===== src/rtl/pipeline_hazard_ctrl_pkg.sv =====
// Shared MIPS definitions: PC/WB select codes, stage indices and the
// hazard-controller FSM encodings.
package pipeline_hazard_ctrl_pkg;

  localparam logic [1:0] PC_SEL_NEXT   = 2'd0;
  localparam logic [1:0] PC_SEL_BRANCH = 2'd1;
  localparam logic [1:0] PC_SEL_JUMP   = 2'd2;
  localparam logic [1:0] PC_SEL_JR     = 2'd3;

  localparam logic [1:0] WB_SEL_ALU = 2'd0;
  localparam logic [1:0] WB_SEL_MEM = 2'd1;
  localparam logic [1:0] WB_SEL_PC  = 2'd2;

  // Stage positions inside the packed {if, id, exe, mem, wb} control vectors
  localparam int STG_IF  = 4;
  localparam int STG_ID  = 3;
  localparam int STG_EXE = 2;
  localparam int STG_MEM = 1;
  localparam int STG_WB  = 0;

  localparam logic [1:0] ST_BOOT     = 2'd0;
  localparam logic [1:0] ST_RUN      = 2'd1;
  localparam logic [1:0] ST_MEM_WAIT = 2'd2;
  localparam logic [1:0] ST_ERR      = 2'd3;

  localparam int MEM_TIMEOUT_DEF = 255;

  function automatic logic [4:0] inst_rs(input logic [31:0] inst);
    return inst[25:21];
  endfunction

  function automatic logic [4:0] inst_rt(input logic [31:0] inst);
    return inst[20:16];
  endfunction

endpackage


===== src/rtl/pipeline_hazard_ctrl_hazard_detect.sv =====
// Combinational RAW comparator: ID source registers against pending EXE/MEM
// writes. WB is not checked because the register file writes through.
module hazard_detect
  import pipeline_hazard_ctrl_pkg::*;
(
  input  logic [31:0] inst_data_id_i,
  input  logic        rs_used_i,
  input  logic        rt_used_i,
  input  logic [4:0]  regw_addr_exe_i,
  input  logic [4:0]  regw_addr_mem_i,
  input  logic        wb_wen_exe_i,
  input  logic        wb_wen_mem_i,
  output logic        raw_hazard_o
);

  logic [4:0] rs;
  logic [4:0] rt;
  logic       rs_hit;
  logic       rt_hit;

  assign rs = inst_rs(inst_data_id_i);
  assign rt = inst_rt(inst_data_id_i);

  // $0 is hard-wired to zero, so a write to it never creates a dependency
  assign rs_hit = rs_used_i && (rs != 5'd0) &&
                  ((wb_wen_exe_i && (regw_addr_exe_i == rs)) ||
                   (wb_wen_mem_i && (regw_addr_mem_i == rs)));
  assign rt_hit = rt_used_i && (rt != 5'd0) &&
                  ((wb_wen_exe_i && (regw_addr_exe_i == rt)) ||
                   (wb_wen_mem_i && (regw_addr_mem_i == rt)));

  assign raw_hazard_o = rs_hit || rt_hit;

endmodule


===== src/rtl/pipeline_hazard_ctrl.sv =====
// Five-stage pipeline controller: boot flush, RAW stalls, branch flushes,
// data-memory wait freeze with timeout, and a saturating stall counter.
module pipeline_hazard_ctrl
  import pipeline_hazard_ctrl_pkg::*;
#(
  parameter int BOOT_CYCLES = 2,
  parameter int MEM_TIMEOUT = MEM_TIMEOUT_DEF,
  parameter int CNT_W       = 16
) (
  input  logic             clk,
  input  logic             rst_n,
  input  logic [31:0]      inst_data_id,
  input  logic             rs_used_ctrl,
  input  logic             rt_used_ctrl,
  input  logic             is_branch_exe,
  input  logic             is_branch_mem,
  input  logic [4:0]       regw_addr_exe,
  input  logic [4:0]       regw_addr_mem,
  input  logic             wb_wen_exe,
  input  logic             wb_wen_mem,
  input  logic             mem_req,
  input  logic             mem_ack,
  output logic             if_rst,
  output logic             id_rst,
  output logic             exe_rst,
  output logic             mem_rst,
  output logic             wb_rst,
  output logic             if_en,
  output logic             id_en,
  output logic             exe_en,
  output logic             mem_en,
  output logic             wb_en,
  output logic             err,
  output logic [CNT_W-1:0] stall_cnt
);

  localparam int BOOT_W = (BOOT_CYCLES > 1) ? $clog2(BOOT_CYCLES) : 1;
  localparam int WAIT_W = (MEM_TIMEOUT > 1) ? $clog2(MEM_TIMEOUT) : 1;

  logic [1:0]        state_q, state_d;
  logic [BOOT_W-1:0] boot_q, boot_d;
  logic [WAIT_W-1:0] wait_q, wait_d;
  logic [CNT_W-1:0]  stall_q;
  logic              err_q;
  logic [4:0]        rst_v;
  logic [4:0]        en_v;
  logic              raw_hazard;
  logic              mem_stall;

  hazard_detect u_hazard_detect (
    .inst_data_id_i  (inst_data_id),
    .rs_used_i       (rs_used_ctrl),
    .rt_used_i       (rt_used_ctrl),
    .regw_addr_exe_i (regw_addr_exe),
    .regw_addr_mem_i (regw_addr_mem),
    .wb_wen_exe_i    (wb_wen_exe),
    .wb_wen_mem_i    (wb_wen_mem),
    .raw_hazard_o    (raw_hazard)
  );

  // A wait only starts on a request in RUN; once in MEM_WAIT only the ack matters
  assign mem_stall = ((state_q == ST_RUN) && mem_req && !mem_ack) ||
                     ((state_q == ST_MEM_WAIT) && !mem_ack);

  always_comb begin
    // NOTE: every signal gets a default first so no path leaves one unassigned,
    // which would otherwise infer a latch.
    state_d = state_q;
    boot_d  = boot_q;
    wait_d  = wait_q;
    rst_v   = 5'b00000;
    en_v    = 5'b11111;

    case (state_q)
      ST_RUN, ST_MEM_WAIT: begin
        if (mem_stall) begin
          en_v         = 5'b00001;
          rst_v[STG_WB] = 1'b1;
          if (state_q == ST_RUN) begin
            state_d = ST_MEM_WAIT;
            wait_d  = '0;
          end else if (wait_q == WAIT_W'(MEM_TIMEOUT - 1)) begin
            state_d = ST_ERR;
          end else begin
            wait_d = wait_q + 1'b1;
          end
        end else begin
          state_d = ST_RUN;
          // Branch resolution in MEM redirects the PC, so IF must load the target
          if (is_branch_mem) begin
            rst_v[STG_ID]  = 1'b1;
            rst_v[STG_EXE] = 1'b1;
          end else if (is_branch_exe) begin
            rst_v[STG_ID]  = 1'b1;
            rst_v[STG_EXE] = 1'b1;
          end else if (raw_hazard) begin
            en_v[STG_IF]   = 1'b0;
            en_v[STG_ID]   = 1'b0;
            rst_v[STG_EXE] = 1'b1;
          end
        end
      end
      ST_ERR: begin
        en_v = 5'b00000;
      end
      default: begin
        rst_v = 5'b11111;
        en_v  = 5'b00000;
        if (boot_q == BOOT_W'(BOOT_CYCLES - 1)) begin
          state_d = ST_RUN;
        end else begin
          boot_d = boot_q + 1'b1;
        end
      end
    endcase
  end

  // NOTE: state registers use non-blocking assignments so every flop samples
  // pre-edge values regardless of block ordering.
  always_ff @(posedge clk or negedge rst_n) begin
    if (!rst_n) begin
      state_q <= ST_BOOT;
      boot_q  <= '0;
      wait_q  <= '0;
      stall_q <= '0;
      err_q   <= 1'b0;
    end else begin
      state_q <= state_d;
      boot_q  <= boot_d;
      wait_q  <= wait_d;
      if (state_d == ST_ERR) begin
        err_q <= 1'b1;
      end
      if (((state_q == ST_RUN) || (state_q == ST_MEM_WAIT)) &&
          !en_v[STG_IF] && (stall_q != '1)) begin
        stall_q <= stall_q + 1'b1;
      end
    end
  end

  assign if_rst    = rst_v[STG_IF];
  assign id_rst    = rst_v[STG_ID];
  assign exe_rst   = rst_v[STG_EXE];
  assign mem_rst   = rst_v[STG_MEM];
  assign wb_rst    = rst_v[STG_WB];
  assign if_en     = en_v[STG_IF];
  assign id_en     = en_v[STG_ID];
  assign exe_en    = en_v[STG_EXE];
  assign mem_en    = en_v[STG_MEM];
  assign wb_en     = en_v[STG_WB];
  assign err       = err_q;
  assign stall_cnt = stall_q;

endmodule

===== config.mk =====
export PLATFORM = sky130hd
export DESIGN_NAME = pipeline_hazard_ctrl
export DESIGN_NICKNAME = d
export VERILOG_FILES = /design/src/rtl/pipeline_hazard_ctrl_pkg.sv /design/src/rtl/pipeline_hazard_ctrl_hazard_detect.sv /design/src/rtl/pipeline_hazard_ctrl.sv
export SDC_FILE = /design/constraint.sdc
export NUM_CORES = 1
export LEC_CHECK = 0
export CAP_MARGIN = 20
export CORE_MARGIN = 10
export CORE_UTILIZATION = 39
export CTS_CLUSTER_DIAMETER = 50
export DETAILED_ROUTE_END_ITERATION = 12
export HOLD_SLACK_MARGIN = 0.06
export PLACE_DENSITY = 0.76
export SLEW_MARGIN = 25
export SYNTH_ARGS = -nofsm -noshare
export SYNTH_HDL_FRONTEND = slang
export SYNTH_SLANG_ARGS = --single-unit

===== constraint.sdc =====
create_clock -name clk -period 2.19 [get_ports clk]
set_input_delay 0.5475 -clock clk [delete_from_list [all_inputs] [get_ports clk]]
set_output_delay 0.5475 -clock clk [all_outputs]
set_load 0.02 [all_outputs]

# == After elaboration in Yosys (flattened, before gate mapping) ==
# Index checks and enable logic that the tools add are counted.
# totals
out_inout_bits,27
wordCells,67
input_bits,52
regBits,28
# classes
n_mux,23
addsub,3
reduce_logical,25
eq_ne,11
# ops
operator,count
equality test 5 bit,4
two-way mux 2 bit,10
adder 16 x 1 -> 16 bit (second input constant),1
two-way mux 8 bit,2
!= test 16 bit (second input constant),1
logical AND 1 bit,13
nonzero test 5 bit,2
adder 8 x 1 -> 8 bit (second input constant),1
equality test 8 bit (second input constant),1
case mux 2 bit (2 select lines),2
equality test 2 bit (second input constant),3
two-way mux 1 bit,6
logical OR 1 bit,5
two-way mux 5 bit,1
two-way mux 3 bit,1
AND reduction 3 bit,1
OR reduction 3 bit,1
equality test 2 x 1 -> 1 bit (second input constant),1
zero test 1 bit,2
!= test 2 bit (second input constant),1
case mux 1 bit (2 select lines),1
OR reduction 2 bit,1
adder 1 bit (second input constant),1

# == Logic depth before layout (Yosys ltp) ==
# Gate-level depths: netlist (run 1).
# depth
word_depth,13
ltp_mapped,9
mapped_depth_nobuf,8

# == Cells and area by module ==
# A second synthesis (run 1) with hierarchy kept.
# unflattened
hier_cells,191
hier_area_um2,1824.2
# modules_own_cells
module,cells_each,seq_area_each_um2,area_per_inst_um2,n_inst
pipeline_hazard_ctrl,158,700.7,1562.7,1
hazard_detect,33,0.0,261.5,1

# == Least setup slack after synthesis (run 1) ==
# Ideal clock, no wire load.
# synth_timing
path_type,input -> output
from,input port inst_data_id[21]
to,output port if_en
required_ns,1.642
n_path_buf,1
path_slack_ns,-0.444
arrival_time_ns,2.087
path_stages,7
path_cell_list,or4_1 > o21ai_0 > inv_1 > a22oi_1 > nor3_1 > nor2_1 > buf_4
# synth_via
elab_chain_cells,10
word_cells_on_any_way,14
cone_classes,2 x eq/ne; 5 x mux; 7 x reduce/logical
# synth_rtl
element,line,text
start: declaration,pipeline_hazard_ctrl.sv:12,"input logic [31:0] inst_data_id,"
"equality test 5 bit, on equally long branches","pipeline_hazard_ctrl_hazard_detect.sv:26, pipeline_hazard_ctrl_hazard_detect.sv:27",
"logical AND 1 bit, on equally long branches","pipeline_hazard_ctrl_hazard_detect.sv:26, pipeline_hazard_ctrl_hazard_detect.sv:27",
logical OR 1 bit,pipeline_hazard_ctrl_hazard_detect.sv:26,((wb_wen_exe_i && (regw_addr_exe_i == rs)) ||
logical AND 1 bit *,pipeline_hazard_ctrl_hazard_detect.sv:25,assign rs_hit = rs_used_i && (rs != 5'd0) &&
logical OR 1 bit *,pipeline_hazard_ctrl_hazard_detect.sv:32,assign raw_hazard_o = rs_hit || rt_hit;
two-way mux 2 bit *,pipeline_hazard_ctrl.sv:96,end else if (raw_hazard) begin
two-way mux 2 bit *,pipeline_hazard_ctrl.sv:93,end else if (is_branch_exe) begin
two-way mux 2 bit *,pipeline_hazard_ctrl.sv:90,if (is_branch_mem) begin
two-way mux 2 bit *,pipeline_hazard_ctrl.sv:76,if (mem_stall) begin
two-way mux 5 bit *,pipeline_hazard_ctrl.sv:74,case (state_q)
end: declaration,pipeline_hazard_ctrl.sv:28,"output logic if_en,"
# Every way passes the cells marked *; elsewhere a longest branch is shown, timed or not.

# == Final worst setup path (run 1) ==
# layout_timing
from,input port inst_data_id[21]
to,output port id_en
# layout_via
elab_chain_cells,10
word_cells_on_any_way,14
cone_classes,2 x eq/ne; 5 x mux; 7 x reduce/logical
# layout_rtl
element,line,text
"equality test 5 bit, on equally long branches","pipeline_hazard_ctrl_hazard_detect.sv:26, pipeline_hazard_ctrl_hazard_detect.sv:27",
"logical AND 1 bit, on equally long branches","pipeline_hazard_ctrl_hazard_detect.sv:26, pipeline_hazard_ctrl_hazard_detect.sv:27",
logical OR 1 bit,pipeline_hazard_ctrl_hazard_detect.sv:26,
logical AND 1 bit *,pipeline_hazard_ctrl_hazard_detect.sv:25,
logical OR 1 bit *,pipeline_hazard_ctrl_hazard_detect.sv:32,
two-way mux 2 bit *,pipeline_hazard_ctrl.sv:96,
two-way mux 2 bit *,pipeline_hazard_ctrl.sv:93,
two-way mux 2 bit *,pipeline_hazard_ctrl.sv:90,
two-way mux 2 bit *,pipeline_hazard_ctrl.sv:76,
two-way mux 5 bit *,pipeline_hazard_ctrl.sv:74,
end: declaration,pipeline_hazard_ctrl.sv:29,"output logic id_en,"
# Marks and branches as above.

==> summary.md, run 1 <==
| Metric | Value |
|---|---|
| Outcome | complete, but fails checks |
| Failing checks | setup timing |
| Vias | 1939 |
| Reg clk slew, reported paths | 0.11 ns |
| Synth warn | 0 |
| Wire per inst | 16.7 um |
| Area leader, netlist | dfrtp_1 |
| # IOs | roughly 80 |
| Core Area | 4720 um^2 |
| Grt ovf | 0 |
| IO Port Bufs | 56 |
| WS Path Type | in -> out |
| Final worst-path cycle share | 112% |
| Final WL | about 6.3 mm |
| Vias per Instance | 5.13 |
| Mean Syn Cell Area | 9.46 um^2 |
| Diodes inserted | 0 |
| Final min period | roughly 2.5 ns |
| Die width | approximately 90 um |
| Critical Path End Type | output port |
| Peak VDD IR | 0.000731 V |
| Max cap viols | 0 |
| Std-Cell Rows | 25 |
| Area grow syn2layout | 74.3% |
| Critical-path maximum fanout | 2 |
| Routed Antenna Nets | 0 |
| Hold slack | 0.476 ns |
| Post-Synth XOR/XNOR Area | between 10% and 20% |
| Yosys reg bits | 28 |
| 1st-iter DRT viols | a little under 90 |
| Placed cell count | about 360 |
| Final net count | roughly 370 |
| CTS Sinks | 28 |
| Routability cong. | between 0.8 and 0.9 |
| Register area share after synthesis | 36.9% |
| Final setup vio count | 20 |
| Pre-CTS WS | -1.13 ns |
| Initial Util | between 40% and 50% |
| Top-area cell type share of the netlist area | between 30% and 40% |
| Pleak | 1.44 nW |
| CTS root buf | clkbuf_8 |
| TritonCTS clock tree | yes |
| Slew Limit Fails | 0 |
| DP HPWL | between 4 and 5 mm |
| Crit path DAT | between 1.5 and 2 ns |
| Initial antenna violation count | 0 |
| Mux share of post-synthesis cell area | 1.97% |
| Setup TNS | -3.51 ns |
| Pin count of the biggest net entering global routing | 29 |
| Synth Cell Area | ~1900 um^2 |
| Pwr dens | between 900 and 1000 nW/um^2 |
| Setup ws final | -0.262 ns |
| Post-synthesis compound-gate area fraction | 17.4% |
| Maximum root-to-sink buffer count | 2 |
| Cts bufs inserted | 3 |
| Number of flops mapped to enable cells by yosys | 0 |
| Synth async-reset ratio | 100% |
| Vias in the first global route | approximately 2000 |
| H-tree Lvls | 1 |
| FMAX | approximately 410 MHz |
| Hold buffers post-CTS | 0 |
| Final worst clock skew | between 0.01 and 0.015 ns |
| DIE AREA | 8070 um^2 |
| Worst Path Required | about 1.6 ns |
| RSZ-0062 raised after global routing | yes |
| DRC violations left | 0 |
| Synth Flop Type | dfrtp_1 |
| Measured slew at the worst slew-check pin | ~0.62 ns |
| Die Ht | about 90 um |
| Layout Cells excl Fill | between 300 and 400 |
| Final hold violation count | 0 |
| First-pass GRT wire length | between 9 and 10 mm |
| Share of layout cells above drive strength 1 | about two fifths |
| Synth area leaders | dfrtp_1 37%, xnor2_1 12%, ha_1 5.3% |
| Total track usage | 14.2% |
| Syn Nets | around 260 |
| Hold Crit Class | reg -> reg |
| Adder-cell share of the synthesized area | around 5.3% |
| Insertion delay to the later sink of the worst-skew pair | ~0.29 ns |
| Post-synthesis simple-gate area fraction | between 10% and 20% |
| Slew HR | approximately three fifths |
| Largest family of logic cells by synthesized area | simple AND/OR/NAND/NOR gates |
| Initial DRT Pass Iterations | 4 |
| CP startpoint kind | primary input |
| Unique masters post-synth | 44 |
| Syn Inst Count | about 200 |
## placed cells by master, fill, tap and decap left out, types with 4 or more instances in the layout
cell type	n
a21o_1	5
buf_2	4
buf_4	43
buf_6	20
clkdlybuf4s50_1	24
dfrtp_1	28
dlygate4sd2_1	13
ha_1	5
inv_2	4
nand2_1	13
nand3_1	9
nand4_1	9
nor2_1	13
nor2_4	4
xnor2_1	23
xor2_1	10
## kinds of logic after synthesis
logic type               Yosys count
multiplexers                       3
buffers and inverters             13
adder cells (fa/ha/maj)            8
flip-flops                        28
AND/OR/NAND/NOR                   69
XOR/XNOR                          36
AO/OA/AOI/OAI                     44
## path summary, 6_finish.rpt
path                                        from            to  slack [ns]  cells after the start
worst max-delay path            inst_data_id[21]         id_en       -0.26                      8
min in group asynchronous                  rst_n     wait_q[6]        0.63                      2
worst min register to register               err           err        0.48                      1
max in group asynchronous                  rst_n  stall_cnt[2]        1.27                      2
worst max register to register        state_q[0]  stall_cnt[8]       -0.07                     11
worst min-delay path                         err           err        0.48                      1
## synth_stat cells (all sizes together) (4+ instances only)
cell and n:
nand3 9, nor2 17, buf 6, a21oi 6
a211oi 6, a2111oi 4, nand2 15, nand4 9
nor3 5, xor2 11, ha 8, xnor2 25
o21ai 6, inv 7, a21o 5, dfrtp 28
## worst max-delay path, stage by stage
cell and delay [ns]:
clkdlybuf4s15_1 0.19, or4_4 0.43, o21ai_2 0.15, inv_1 0.07
a22oi_2 0.20, nor3_2 0.08, nor2_4 0.10, buf_6 0.13
## area by class of cell
| type | instances | area (um^2) |
|---|---|---|
| timing repair buffer | 111 | 1000 |
| clock buffer | 3 | 41.3 |
| inverter | 7 | 26.3 |
| tap | 67 | 83.8 |
| sequential | 28 | 701 |
| clock inverter | 1 | 30.0 |
| multi-input combinational | 161 | 1430 |
| fill | 352 | 1410 |
## stage by stage
step                util [%]  instance area, um^2  power [W]
floorplan                  -                 1950    0.00166
global placement        60.7                 2870    0.00244
detailed placement      60.7                 2870    0.00247
CTS                     66.0                 3120    0.00299
global route            70.1                 3310    0.00347
finish                  70.1                 3310    0.00328
## layer usage
metal / wire (um) / vias up / part of all wire (%) / global-route usage, %
met2: 3400 / 54 / 54 / 25.0
li1: - / 943 / - / -
met5: 0 / - / 0 / 0
met1: 2520 / 930 / 40 / 16.6
met3: 287 / 12 / 4.5 / 3.57
met4: 122 / 0 / 1.9 / 3.64
## report_power, final
part	total [W]	internal, W	switching [W]
Combinational	0.00215	0.00107	0.00108
Clock	0.000422	0.000246	0.000176
Sequential	0.000701	0.000606	0.0000947
## sequential cells by signal (all words and copies together), names as in the netlist
| register | count |
|---|---|
| boot_q | 1 |
| state_q | 2 |
| stall_cnt | 16 |
| wait_q | 8 |
| err | 1 |
## what timing repair did
item,4_1_cts,5_1_grt
gates cloned,1,0
buffers inserted,6,8
setup endpoints to repair,31,30
resized for setup,120,35
pin swaps,17,12
No activity file was read; power rests on OpenSTA's default activity.
==> inputs of run 2 (changes only) <==
--- a/config.mk
+++ b/config.mk
@@ -5,13 +5,12 @@
 export SDC_FILE = /design/constraint.sdc
 export NUM_CORES = 1
 export LEC_CHECK = 0
-export CAP_MARGIN = 20
 export CORE_MARGIN = 10
-export CORE_UTILIZATION = 39
+export CORE_UTILIZATION = 30
 export CTS_CLUSTER_DIAMETER = 50
 export DETAILED_ROUTE_END_ITERATION = 12
 export HOLD_SLACK_MARGIN = 0.06
-export PLACE_DENSITY = 0.76
+export PLACE_DENSITY = 0.61
 export SLEW_MARGIN = 25
 export SYNTH_ARGS = -nofsm -noshare
 export SYNTH_HDL_FRONTEND = slang
==> summary.md, run 2 (same netlist as run 1, synthesis figures left out) <==
| Metric | Value |
|---|---|
| Design Power | roughly 0.0029 W |
| Most frequent cells in the layout | 38 x buf_4, 27 x dfrtp_1, 24 x clkdlybuf4s50_1 |
| WL met2 | approximately 2.8 mm |
| Initial antenna violation count | 0 |
| Hold_sp | err |
| Hold Crit Class | reg -> reg |
| CTS root buf | clkbuf_8 |
| Die Ht | between 90 and 100 um |
| Most common cell after layout, fill and taps aside | buf_4 |
| RSZ-0062 raised after global routing | yes |
| Crit path DAT | 1.88 ns |
| TritonCTS clock tree | yes |
| Final hold violation count | 0 |
| Std-Cell Rows | 28 |
| Peak VDD IR | approximately 0.00055 V |
| Cell area after layout | around 3200 um^2 |
| Die width | 99.6 um |
| CTS Sinks | 28 |
| RR Endpoint | stall_cnt[13] |
| Reg2reg start | state_q[0] |
| Wire per inst | 14.6 um |
| Setup ws final | -0.235 ns |
| Grt ovf | 0 |
| DP HPWL | ~4 mm |
| # IOs | 79 |
| Max cap viols | 0 |
| Slew Limit Fails | 0 |
| Dpl cell area | around 2900 um^2 |
| Pre-CTS WS | -1.21 ns |
| Highest Signal Layer | met4 |
| Slew HR | 65.7% |
| Hold depth | 1 |
| Final worst-path cycle share | 111% |
| Hold slack | 0.463 ns |
| Pleak | about 1.4 nW |
| DIE AREA | about 10000 um^2 |
| Final WL | approximately 5.5 mm |
| Final worst clock skew | around 0.0034 ns |
| FMAX | 412 MHz |
| Hold path endpoint | err |
| Total track usage | about 11% |
| DRT met1 WL | roughly 2.4 mm |
| Critical-path maximum fanout | 2 |
| Measured slew at the worst slew-check pin | 0.510 ns |
| Core Area | 6030 um^2 |
| DRC violations left | 0 |
| Routed wire length on met3 | a little under 300 um |
| Routed Antenna Nets | 0 |
| IO Port Bufs | 56 |
| Area grow syn2layout | 68.6% |
| Hold buffers post-CTS | 0 |
| Diodes inserted | 0 |
| Routability cong. | about 0.8 |
| First-pass GRT wire length | approximately 9 mm |
| Vias | between 1500 and 2000 |
| CP startpoint kind | primary input |
| 1st-iter DRT viols | 45 |
| Final net count | between 300 and 400 |
| Critical path, cell by cell | buf_6 -> or4_4 -> o21ai_2 -> inv_1 -> a22oi_2 -> nor3_2 -> nor2_4 -> buf_6 |
| Worst-case reg-to-reg path depth | 10 |
| Worst path most repeated cell | buf_6 |
| WS Path Type | in -> out |
| Final min period | between 2 and 2.5 ns |
| Cts bufs inserted | 3 |
| Initial DRT Pass Iterations | 4 |
| Worst Path Required | approximately 1.6 ns |
| Reg2reg setup slack | ~0.020 ns |
| Maximum root-to-sink buffer count | 2 |
| Largest register FFs | 16 |
| H-tree Lvls | 1 |
| Share of layout cells above drive strength 1 | between 40% and 50% |
| Pin count of the biggest net entering global routing | 29 |
| Initial Util | around a third |
| Failing checks | setup timing |
| Vias per Instance | about 4.9 |
| Max incr delay on CP | 0.53 ns |
| Pwr dens | about 900 nW/um^2 |
| Outcome | complete, but fails checks |
| Slowest CP cell | or4_4 |
| Insertion delay to the later sink of the worst-skew pair | roughly 0.28 ns |
| Reg clk slew, reported paths | around 0.10 ns |
| Setup TNS | -0.638 ns |
| Vias in the first global route | slightly below 2000 |
| Critical Path End Type | output port |
| Final setup vio count | 3 |
run 2: changes by cell type in the layout (fill, tap and decap cells not counted), moves of 2 or more:
cell and delta:
clkbuf_2 +9, buf_4 -5, a2bb2oi_2 -2, xnor2_2 +2, a211oi_2 +2, buf_6 -4, xnor2_1 -2, a2bb2oi_1 +2
nand2_4 +2, dlygate4sd2_1 -7, a211oi_1 -2
run 2: final cells by class:
type                    instances  area [um^2]
fillers                       576         2820
multi-input cells             161         1450
repair buffers                102          873
flip-flops and latches         28          702
well taps                      75         93.8
clock buffers                   4         55.1
inverters                       7         26.3
run 2: critical path: cells and delay by family:
kind / cells / cell delay [ns]
AND/OR/NAND/NOR: 3 / 0.72
AO/OA/AOI/OAI: 2 / 0.33
buffers and inverters: 3 / 0.28
run 2: power breakdown:
part / internal, W / switching [W] / total [W]
combinational: 0.000935 / 0.000976 / 0.00191
clock: 0.000161 / 0.000167 / 0.000328
sequential: 0.000608 / 0.0000980 / 0.000706
run 2: timing repair:
| action | in CTS | in global routing |
|---|---|---|
| setup buffers | 2 | 1 |
| cloned | 1 | 0 |
| pin swaps | 22 | 23 |
| endpoints found under the setup margin | 28 | 28 |
| gates resized for setup | 119 | 58 |
run 2: worst max path at each step:
stage | startpoint | to | slack, ns | depth (start not counted)
2_1_floorplan | inst_data_id[21] | if_en | -0.23 | 7
3_3_place_gp | inst_data_id[24] | id_en | -1.16 | 8
3_5_place_dp | inst_data_id[24] | id_en | -1.21 | 8
4_1_cts | inst_data_id[25] | id_en | -0.26 | 8
5_1_grt | inst_data_id[25] | id_en | -0.30 | 8
6_report | inst_data_id[25] | if_en | -0.23 | 8
run 2: stage by stage:
stage	cells	utilization [%]
floorplan	201	-
global placement	369	47.7
detailed placement	369	47.7
CTS	376	50.7
global route	377	53.2
finish	377	53.2
run 2: per-layer routing:
layer | global-route usage [%] | vias to the layer above
li1 | - | 925
met1 | 12.9 | 888
met2 | 19.2 | 38
met3 | 3.60 | 2
met4 | 1.54 | 0
met5 | 0 | -
